[src/rtl/serial_add_sequencer_pkg.sv]
// Shared types for the bit-serial add/subtract sequencer.
// Holds the FSM state encoding and the default operand width.
package serial_add_sequencer_pkg;

  localparam int DEFAULT_WIDTH = 8;

  typedef enum logic [1:0] {
    IDLE = 2'd0,
    RUN  = 2'd1,
    DONE = 2'd2
  } state_t;

endpackage

[src/rtl/serial_add_sequencer_fa.sv]
// FullAdder: single-bit full adder cell shared by the serial datapath.
// Ports: a, b, c_in -> s (sum bit), c_out (carry out).
module FullAdder (
  input  logic a,
  input  logic b,
  input  logic c_in,
  output logic s,
  output logic c_out
);

  assign s     = a ^ b ^ c_in;
  assign c_out = (a & b) | (c_in & (a ^ b));

endmodule

[src/rtl/serial_add_sequencer.sv]
// Bit-serial add/subtract: one FullAdder reused for WIDTH cycles, LSB first.
// Ports: clk, reset (sync, high), start/sub/a/b/c_in in; busy/done/sum/c_out/ovf out.
module serial_add_sequencer
  import serial_add_sequencer_pkg::*;
#(
  parameter int WIDTH = DEFAULT_WIDTH
) (
  input  logic             clk,
  input  logic             reset,
  input  logic             start,
  input  logic             sub,
  input  logic [WIDTH-1:0] a,
  input  logic [WIDTH-1:0] b,
  input  logic             c_in,
  output logic             busy,
  output logic             done,
  output logic [WIDTH-1:0] sum,
  output logic             c_out,
  output logic             ovf
);

  localparam int CW = (WIDTH > 1) ? $clog2(WIDTH) : 1;
  localparam logic [CW-1:0] LAST = CW'(WIDTH - 1);
  localparam logic [CW-1:0] PRE  = CW'(WIDTH - 2);

  state_t           state_q;
  logic [WIDTH-1:0] a_sh_q;
  logic [WIDTH-1:0] b_sh_q;
  logic [WIDTH-1:0] sum_sh_q;
  logic [WIDTH-1:0] sum_sh_d;
  logic [CW-1:0]    cnt_q;
  logic             carry_q;
  logic             c_msb_q;
  logic             busy_q;
  logic             done_q;
  logic [WIDTH-1:0] sum_q;
  logic             c_out_q;
  logic             ovf_q;

  logic fa_s;
  logic fa_co;

  FullAdder u_fa (
    .a     (a_sh_q[0]),
    .b     (b_sh_q[0]),
    .c_in  (carry_q),
    .s     (fa_s),
    .c_out (fa_co)
  );

  // New sum bit enters at the MSB; the oldest bit falls off the bottom.
  assign sum_sh_d = WIDTH'({fa_s, sum_sh_q} >> 1);

  always_ff @(posedge clk) begin
    if (reset) begin
      state_q  <= IDLE;
      a_sh_q   <= '0;
      b_sh_q   <= '0;
      sum_sh_q <= '0;
      cnt_q    <= '0;
      carry_q  <= 1'b0;
      c_msb_q  <= 1'b0;
      busy_q   <= 1'b0;
      done_q   <= 1'b0;
      sum_q    <= '0;
      c_out_q  <= 1'b0;
      ovf_q    <= 1'b0;
    end else begin
      unique case (state_q)
        IDLE: begin
          if (start) begin
            a_sh_q   <= a;
            b_sh_q   <= sub ? ~b : b;
            carry_q  <= sub ? 1'b1 : c_in;
            cnt_q    <= '0;
            sum_sh_q <= '0;
            busy_q   <= 1'b1;
            state_q  <= RUN;
          end
        end
        RUN: begin
          sum_sh_q <= sum_sh_d;
          a_sh_q   <= a_sh_q >> 1;
          b_sh_q   <= b_sh_q >> 1;
          carry_q  <= fa_co;
          // Carry into the MSB, kept for the overflow check.
          if (cnt_q == PRE) begin
            c_msb_q <= fa_co;
          end
          if (cnt_q == LAST) begin
            state_q <= DONE;
            busy_q  <= 1'b0;
            done_q  <= 1'b1;
            sum_q   <= sum_sh_d;
            c_out_q <= fa_co;
            ovf_q   <= c_msb_q ^ fa_co;
          end else begin
            cnt_q <= cnt_q + 1'b1;
          end
        end
        DONE: begin
          done_q  <= 1'b0;
          state_q <= IDLE;
        end
        default: begin
          state_q <= IDLE;
        end
      endcase
    end
  end

  assign busy  = busy_q;
  assign done  = done_q;
  assign sum   = sum_q;
  assign c_out = c_out_q;
  assign ovf   = ovf_q;

endmodule

[config.mk]
export PLATFORM = sky130hd
export DESIGN_NAME = serial_add_sequencer
export DESIGN_NICKNAME = d
export VERILOG_FILES = /design/src/rtl/serial_add_sequencer_pkg.sv /design/src/rtl/serial_add_sequencer_fa.sv /design/src/rtl/serial_add_sequencer.sv
export SDC_FILE = /design/constraint.sdc
export NUM_CORES = 1
export LEC_CHECK = 0
export ABC_AREA = 1
export BUFFER_PORTS_ARGS = -buffer_cell sky130_fd_sc_hd__buf_2
export CORE_UTILIZATION = 40
export CTS_CLUSTER_DIAMETER = 120
export CTS_CLUSTER_SIZE = 25
export DETAILED_ROUTE_END_ITERATION = 10
export RECOVER_POWER = 25
export SLEW_MARGIN = 20
export SYNTH_ARGS = -nofsm -noshare
export SYNTH_HDL_FRONTEND = slang
export SYNTH_SLANG_ARGS = --single-unit
[constraint.sdc]
create_clock -name clk -period 1.7 [get_ports clk]
set_clock_uncertainty 0.1 [all_clocks]
set_input_delay 0.255 -clock clk [delete_from_list [all_inputs] [get_ports clk]]
set_output_delay 0.255 -clock clk [all_outputs]
set_load 0.05 [all_outputs]
== Word level (Yosys, flattened, before mapping) ==
Cells that the tools add are included.
Cells by class
  equality and inequality tests: 7
  reduce and logical (&&, ||, !) cells: 10
  multiplexer cells: 21
  add/sub/neg operators: 1
  bitwise logic cells: 7
Operator list (count)
  $pmux 8 s2: 3
  $mux 8: 4
  $reduce_and 2->1: 5
  $not 8->8: 1
  $eq 3x3->1 const B: 2
  $mux 3: 2
  $ne 2x2->1 const B: 3
  $pmux 1 s2: 3
  $pmux 3 s2: 1
  $reduce_and 3->1: 2
  $mux 1: 5
  $mux 2: 2
  $pmux 2 s2: 1
  $reduce_bool 2->1: 2
  $add 3x1->3 const B: 1
  $xor 1x1->1: 3
  $and 1x1->1: 2
  $eq 2x1->1 const B: 1
  $eq 2x2->1 const B: 1
  $logic_not 2->1: 1
  $or 1x1->1: 1
Word-level totals
  logic and storage cells: 58
  bits in registers: 43

== Depth between registers and ports, before layout ==
Gate-level depths: netlist of run 1.
  depth in word-level cells: 4
  mapped depth: 8

== By module ==
A second synthesis of run 1 with hierarchy kept.
Unflattened totals
  cells, all modules: 284
  area, all modules: 1905.6 µm²
Modules (own cells, without submodules)
  serial_add_sequencer: times used 1, cells an instance 283, seq. area each 840.8 µm², area an instance 1885.6 µm²
  FullAdder: times used 1, cells an instance 1, seq. area each 0.0 µm², area an instance 20.0 µm²

== Worst setup path after synthesis of run 1 ==
Ideal clock, no wire load.
  path type: register to register
  start point: register cnt_q[0]
  end point: register c_out_q, in the netlist c_out
  required time: 1.486 ns
  library setup time: 0.114 ns
  buffers on the path: 0
  stages on the path, launching flop included: 9
  clock period less this slack: 1.353 ns
  slack: 0.347 ns
  arrival: 1.139 ns
  cells stage by stage: dfxtp_1 -> ha_1 -> ha_1 -> nand2_4 -> nor2_4 -> nand2_1 -> clkinv_2 -> nand2_1 -> nand2_1
Between the ends
  longest elaborated chain between the ends: 2
Ends and longest elaborated chain
  start, declared: RTL line serial_add_sequencer.sv:31  | logic [CW-1:0] cnt_q;
  start signal, assigned: RTL line serial_add_sequencer.sv:98  | cnt_q <= cnt_q + 1'b1;
  $eq 3x3->1: RTL line serial_add_sequencer.sv:90  | if (cnt_q == LAST) begin
  $reduce_and 2->1 (no source line)
  end signal, assigned: RTL line serial_add_sequencer.sv:95  | c_out_q <= fa_co;
  end, declared: RTL line serial_add_sequencer.sv:37  | logic c_out_q;
No other way between the ends.
A chain may end at the register's enable or synchronous reset.

== Final worst setup path of run 1 ==
  start point: register state_q[1]
  end point: register a_sh_q[5]
Between the ends
  longest elaborated chain between the ends: 3
  elaborated cells between the ends (all ways): 6
Ends and longest elaborated chain
  start, declared: RTL line serial_add_sequencer.sv:26  | state_t state_q;
  start signal, assigned: RTL line serial_add_sequencer.sv:56  | state_q <= IDLE;
  start signal, assigned: RTL line serial_add_sequencer.sv:78  | state_q <= RUN;
  start signal, assigned: RTL line serial_add_sequencer.sv:91  | state_q <= DONE;
  $eq 2x1->1 or $logic_not 2->1 (tied branches): RTL line serial_add_sequencer.sv:69  | unique case (state_q)
  $reduce_bool 2->1 (no source line) or $ne 2x2->1 (tied branches)
  $reduce_and 2->1 (no source line)
  end signal, assigned: RTL line serial_add_sequencer.sv:83  | a_sh_q <= a_sh_q >> 1;
  end, declared: RTL line serial_add_sequencer.sv:27  | logic [WIDTH-1:0] a_sh_q;
Parallel ways exist; a longest one is shown, timed or not.

==> flow_metrics.py, run 1 <==
metrics = {
    "outcome": {
        "status": "complete, no violations",
    },
    "detailed_routing": {
        "wl_met3_microns": 159,
        "wl_microns": 4240,
        "route.top_layer_used": "met4",
        "vias_per_cell": 4.779,
        "ant_nets": 0,
        "route.detailed.drc": 0,
        "vias": 1711,
        "dr.pass1.iters": 6,
        "drt_iter0_drc": 46,
        "wl_met2_microns": 1801,
        "m1WireLength_microns": 2212,
        "avgRoutedWirePerCell_microns": 11.84,
    },
    "min_path": {
        "hp-start": "a[7]",
        "hold_path_end": "a_sh_q[7]$_SDFFE_PP0P_",
        "hold_path_depth": 3,
        "hp-class": "primary input to register",
    },
    "synthesis": {
        "ys_seq_area_share_pct": 43.30,
        "yosys_warnings": 0,
        "syn_area_sq_um": 1942,
        "ys_ff_latch": 42,
        "yosysUniqueCellTypes": 25,
        "synthCells": 273,
        "syn_area_per_cell_sq_um": 7.113,
        "synth.net_count": 299,
    },
    "timing": {
        "maxSlewViolCount": 0,
        "finalSetupTns_ns": 0,
        "max_freq_mhz": 656.1,
        "slew_headroom_pct": 59.37,
        "holdWs_ns": 0.1163,
        "worstMarginPinSlew_ns": 0.6121,
        "setup_viol": 0,
        "period_share_pct": 89.65,
        "finalHoldViolations": 0,
        "layout_min_cycle_time_ns": 1.524,
        "layout_setup_ws_ns": 0.1759,
        "rsz0062_at_grt": "no",
    },
    "clock_tree": {
        "cts_sinks": 42,
        "cts_buffers": 5,
        "postCtsSetupRepairBufs": 0,
        "cts_tree": "yes",
        "ctsHoldBuffers": 0,
        "cts_resized": 0,
        "path_clk_slew_ns": 0.08,
        "clk_path_buf_depth": 2,
        "clk_latency_ns": 0.29,
        "cts_max_level": 2,
        "cts_root_buf": "clkbuf_8",
    },
    "worst_setup_path": {
        "reg2reg_from": "state_q[1]$_SDFFE_PP0P_",
        "end_kind": "register",
        "start_kind": "register",
        "critical_path_arrival_ns": 1.61,
        "ff2ff_path_depth": 6,
        "required_ns": 1.79,
        "critPathKind": "register to register",
        "crit_fanout": 18,
        "regToRegEndpoint": "a_sh_q[5]$_SDFFE_PP0P_",
        "critPathLaunch": "state_q[1]$_SDFFE_PP0P_",
        "regToRegSetupSlack_ns": 0.18,
    },
    "global_routing": {
        "grt_pass1_wl_microns": 7410,
        "antenna_found_initial": 0,
        "grt-ovfl-total": 0,
        "grt_usage_pct": 18.48,
        "first_global_vias": 1619,
        "grt_max_degree": 19,
    },
    "cells_and_area": {
        "final_nets": 332,
        "syn2layout_area_growth_pct": 14.11,
        "antennaDiodeCount": 0,
        "post-route-util_pct": 49.19,
        "multi_input_area_sq_um": 922.1,
        "design_area_sq_um": 2216,
        "seq_area_sq_um": 840.8,
        "drive_above_1_share_pct": 15.03,
        "final_cell_count_no_fill": 358,
        "n_fill_cell": 464,
    },
    "die": {
        "initial_utilization_pct": 43.11,
        "coreArea_sq_um": 4504,
        "die_y_microns": 71.68,
        "row_count": 24,
        "die_x_microns": 71.68,
        "dieArea_sq_um": 5137,
        "design.portCount": 33,
    },
    "job": {
        "cap_violations": 0,
    },
    "pwr": {
        "p_leak_nw": 1.074,
        "ir_drop_v": 0.0004794,
        "power_density_nw_per_um2": 954.5,
        "power_mw": 2.115,
    },
    "place": {
        "io_buffers": 32,
        "preCtsSetupSlack_ns": 0.2229,
        "place_congestion": 0.7747,
        "place_area_sq_um": 2123,
        "hpwl_microns": 2917,
        "dp_cells": 351,
    },
}
[kinds of logic after synthesis]
| family | after synthesis | share of synthesized area [%] |
|---|---|---|
| buf+inv | 34 | 8.955 |
| compound gates | 34 | 9.149 |
| simple gates | 156 | 34.08 |
| flops | 42 | 43.30 |
| xor+xnor | 2 | 0.9022 |
| fa+ha+maj | 5 | 3.608 |
[worst max-delay path: stages, from the launching register on]
cell	delay [ns]
dfxtp_1	0.35
inv_2	0.11
nand2_4	0.11
nand2_2	0.31
clkinv_4	0.24
nor2_1	0.15
nor2_1	0.05
[report_power, final]
part | switching [mW] | total (mW) | internal [mW]
registers | 0.0219 | 1.05 | 1.03
logic | 0.167 | 0.263 | 0.0964
clock network | 0.332 | 0.802 | 0.470
[cell type report]
cell class,instances,area share (%)
Clock inverter,1,1.355
Timing Repair Buffer,37,8.244
Inverter,23,4.178
Clock buffer,6,3.727
Tap cell,52,2.936
Sequential cell,42,37.94
Multi-Input combinational cell,197,41.61
[metal layers]
metal / track usage (%) / vias up
met1: 25.59 / 753
met5: 0 / -
met2: 28.09 / 30
met3: 3.797 / 7
met4: 7.625 / 0
li1: - / 921
[cell usage in the layout, fill, tap and decap left out]
cell / n
nand2_4: 3
clkinv_4: 1
a21oi_2: 2
o21ai_0: 15
buf_2: 20
nand3b_1: 1
ha_1: 4
xnor2_1: 1
fa_1: 1
nand2_2: 3
clkinv_2: 1
nor2_1: 26
clkbuf_8: 6
nor2_4: 1
bufinv_16: 1
nand3_1: 23
inv_1: 18
dfxtp_1: 42
buf_4: 5
nand2_1: 98
nor3_1: 1
clkbuf_1: 12
inv_2: 3
a21oi_1: 17
xor2_1: 1
[state kept, by name (all words and copies together) (netlist names)]
signal / count
sum_sh_q: 7
done: 1
b_sh_q: 8
state_q: 2
busy: 1
c_msb_q: 1
cnt_q: 3
sum: 8
a_sh_q: 8
carry_q: 1
c_out: 1
ovf: 1
[worst max path at each step]
| stage | end | cells past startpoint | slack [ns] |
|---|---|---|---|
| 6_report | a_sh_q[5]$_SDFFE_PP0P_ | 6 | 0.18 |
| 5_1_grt | a_sh_q[4]$_SDFFE_PP0P_ | 6 | 0.02 |
| 4_1_cts | sum[3]$_SDFFE_PP0P_ | 8 | 0.21 |
| 3_5_place_dp | sum[6]$_SDFFE_PP0P_ | 8 | 0.22 |
| 3_3_place_gp | c_out$_SDFFE_PP0P_ | 8 | 0.26 |
| 2_1_floorplan | c_out$_SDFFE_PP0P_ | 8 | 0.35 |
[cell usage after synthesis]
cell | instances | share of area [%]
nand2_1 | 98 | 19
dfxtp_1 | 42 | 43
nor2_1 | 26 | 5.0
nand3_1 | 23 | 5.9
inv_1 | 18 | 3.5
a21oi_1 | 17 | 4.4
o21ai_0 | 15 | 3.9
buf_2 | 4 | 1.0
buf_6 | 4 | 2.3
ha_1 | 4 | 2.6
nand2_4 | 4 | 2.3
inv_2 | 3 | 0.58
a21oi_2 | 2 | 0.90
nand2_2 | 2 | 0.64
buf_4 | 1 | 0.39
clkbuf_1 | 1 | 0.19
clkbuf_2 | 1 | 0.26
clkinv_2 | 1 | 0.26
clkinv_4 | 1 | 0.45
fa_1 | 1 | 1.0
nand3b_1 | 1 | 0.39
nor2_4 | 1 | 0.58
nor3_1 | 1 | 0.26
xnor2_1 | 1 | 0.45
xor2_1 | 1 | 0.45
Note: power is estimated with default switching activity, not from simulation.
==> run 2: changes to the inputs <==
--- a/config.mk
+++ b/config.mk
@@ -5,14 +5,13 @@
 export SDC_FILE = /design/constraint.sdc
 export NUM_CORES = 1
 export LEC_CHECK = 0
-export ABC_AREA = 1
 export BUFFER_PORTS_ARGS = -buffer_cell sky130_fd_sc_hd__buf_2
 export CORE_UTILIZATION = 40
 export CTS_CLUSTER_DIAMETER = 120
 export CTS_CLUSTER_SIZE = 25
 export DETAILED_ROUTE_END_ITERATION = 10
 export RECOVER_POWER = 25
-export SLEW_MARGIN = 20
+export SLEW_MARGIN = 40
 export SYNTH_ARGS = -nofsm -noshare
 export SYNTH_HDL_FRONTEND = slang
 export SYNTH_SLANG_ARGS = --single-unit
==> run 2 against run 1 <==
  * The run now ends with DRC left
  * Synthesized cell count decreased by 25%
  * Critical path type unchanged
  * Clock power increased by 17%
  * Synthesized area decreased by 2.8%
  * Worst setup slack got worse by 0.015 ns
  * Highest routed layer unchanged
  * Die area decreased by 2.7%
  * Hold slack got worse by 0.015 ns
  * Sequential cell count unchanged
  * Via count decreased by 15%
==> flow_metrics.py, run 2 <==
metrics = {
    "worst_setup_path": {
        "critPathKind": "register to register",
        "crit_fanout": 5,
        "reg2reg_from": "cnt_q[1]$_SDFFE_PP0P_",
        "critPathLaunch": "cnt_q[1]$_SDFFE_PP0P_",
        "start_kind": "register",
        "critical_path_arrival_ns": 1.65,
        "regToRegEndpoint": "cnt_q[0]$_SDFFE_PP0P_",
        "regToRegSetupSlack_ns": 0.16,
        "ff2ff_path_depth": 4,
        "end_kind": "register",
        "endpoint": "cnt_q[0]$_SDFFE_PP0P_",
        "required_ns": 1.81,
    },
    "place": {
        "io_buffers": 32,
        "hpwl_microns": 2461,
        "place_congestion": 0.8077,
        "preCtsSetupSlack_ns": 0.09363,
    },
    "pwr": {
        "power_density_nw_per_um2": 1034,
        "p_leak_nw": 0.8501,
        "ir_drop_v": 0.0005466,
    },
    "synthesis": {
        "netlist_top_cells_count": "dfxtp_1, nor2_1, nand2_1",
        "synth_most_common_cell": "dfxtp_1",
        "synth.net_count": 231,
        "syn_area_per_cell_sq_um": 9.210,
        "yosysUniqueCellTypes": 35,
        "ys.flop_type": "dfxtp_1",
        "yosys_warnings": 0,
        "synthCells": 205,
        "syn_area_sq_um": 1888,
        "synth-edff-count": 0,
        "ys_async_sr_fraction_pct": 0,
        "ys_seq_area_share_pct": 44.53,
        "synth_top_area_cell": "dfxtp_1",
        "synth.top_cell.area_share_pct": 44.53,
        "ys_ff_latch": 42,
        "synth_area_leaders": "dfxtp_1, nor2_1, a2111oi_2, nand2_1, a21oi_1",
    },
    "timing": {
        "finalSetupTns_ns": 0,
        "layout_min_cycle_time_ns": 1.539,
        "period_share_pct": 90.55,
        "setup_viol": 0,
        "max_freq_mhz": 649.7,
        "maxSlewViolCount": 0,
        "rsz0062_at_grt": "no",
        "slew_headroom_pct": 60.24,
        "layout_setup_ws_ns": 0.1607,
        "worstMarginPinSlew_ns": 0.5957,
        "finalHoldViolations": 0,
    },
    "die": {
        "die_y_microns": 70.71,
        "die_x_microns": 70.71,
        "coreArea_sq_um": 4444,
        "row_count": 24,
        "design.portCount": 33,
        "dieArea_sq_um": 4999,
        "initial_utilization_pct": 42.48,
    },
    "detailed_routing": {
        "wl_microns": 3633,
        "vias": 1462,
        "ant_nets": 0,
        "drt_iter0_drc": 104,
        "vias_per_cell": 5.041,
        "route.detailed.drc": 5,
        "dr.pass1.iters": 7,
        "avgRoutedWirePerCell_microns": 12.53,
    },
    "global_routing": {
        "grt-ovfl-total": 0,
        "first_global_vias": 1392,
        "grt_max_degree": 30,
        "grt_pass1_wl_microns": 6285,
        "grt_usage_pct": 15.71,
        "antenna_found_initial": 0,
    },
    "min_path": {
        "hp-class": "primary input to register",
    },
    "cells_and_area": {
        "n_fill_cell": 449,
        "seq_area_sq_um": 840.8,
        "mostFrequentLayoutCell": "dfxtp_1",
        "syn2layout_area_growth_pct": 16.57,
        "final_cell_mix": "dfxtp_1, nor2_1, nand2_1",
        "multi_input_area_sq_um": 933.4,
        "final_nets": 263,
        "drive_above_1_share_pct": 22.27,
        "antennaDiodeCount": 0,
    },
    "outcome": {
        "status": "finished with violations",
        "violations": "DRC",
    },
    "clock_tree": {
        "clk_latency_ns": 0.30,
        "path_clk_slew_ns": 0.09,
        "postCtsSetupRepairBufs": 0,
        "cts_resized": 0,
        "clk_path_buf_depth": 2,
        "ctsHoldBuffers": 0,
        "cts_max_level": 2,
        "cts_sinks": 42,
        "cts_tree": "yes",
        "cts_root_buf": "clkbuf_8",
        "cts_buffers": 5,
    },
    "job": {
        "cap_violations": 0,
    },
}
==> run 2: cell count changes after synthesis, moves of 7 or more <==
cell / change
a2111oi_2: +7
a211oi_1: +8
a22oi_1: +8
inv_1: -15
nand2_1: -72
nand3_1: -23
o21ai_0: -11
xnor2_1: +7
==> run 2: metal layers <==
layer  part of all wire, %  global-route usage, %
met5                     0                      0
met4                   1.0                  4.667
met3                   4.1                  3.419
met2                    42                  25.00
met1                    52                  21.49
==> run 2: cells by family after synthesis <==
logic type | count (synthesis) | share of synthesized area (%)
simple gates | 75 | 18.69
xor+xnor | 9 | 4.175
flops | 42 | 44.53
mux | 1 | 0.5302
buf+inv | 19 | 6.096
fa+ha+maj | 5 | 3.711
compound gates | 54 | 22.27
==> run 2: worst min-delay path by stage <==
stage,from,end,slack (ns),cells past startpoint
6_report,a[2],a_sh_q[2]$_SDFFE_PP0P_,0.10,3
4_1_cts,a[2],a_sh_q[2]$_SDFFE_PP0P_,0.1,3
3_5_place_dp,sum[1]$_SDFFE_PP0P_,sum[1]$_SDFFE_PP0P_,0.35,2
3_3_place_gp,c_out$_SDFFE_PP0P_,c_out$_SDFFE_PP0P_,0.34,2
5_1_grt,a[5],a_sh_q[5]$_SDFFE_PP0P_,0.10,3
2_1_floorplan,a[0],a_sh_q[0]$_SDFFE_PP0P_,0.30,2
==> run 2: critical path, cell delays in order, from the launching register on <==
cell and delay, ns:
dfxtp_1 0.34, ha_1 0.20, ha_1 0.23, or4_1 0.50, o31ai_1 0.08
==> run 2: metrics by stage <==
step                      cell area, sq um  util [%]  hold slack (ns)  cells  total power, mW
after global placement                2077     46.73           0.3412    282            1.362
after floorplan                       1888         -           0.2960    205            1.298
final                                 2201     49.52           0.1016    290            2.277
after detailed placement              2077     46.73           0.3455    282            1.362
after global routing                  2201     49.52           0.1034    290            2.383
after CTS                             2215     49.83          0.09892    290            2.306
==> run 2: area by class of cell <==
class	instances	share of cell area, %
Timing Repair Buffer	41	9.665
Inverter	3	0.5117
Sequential cell	42	38.20
Tap cell	52	2.956
Clock buffer	5	3.127
Multi-Input combinational cell	144	42.41
Clock inverter	3	3.127
==> run 2: report_power, final <==
group | internal [mW] | switching [mW] | leakage, nW
combinational | 0.119 | 0.156 | 0.438
clock | 0.588 | 0.353 | 0.0683
sequential | 1.03 | 0.0294 | 0.343
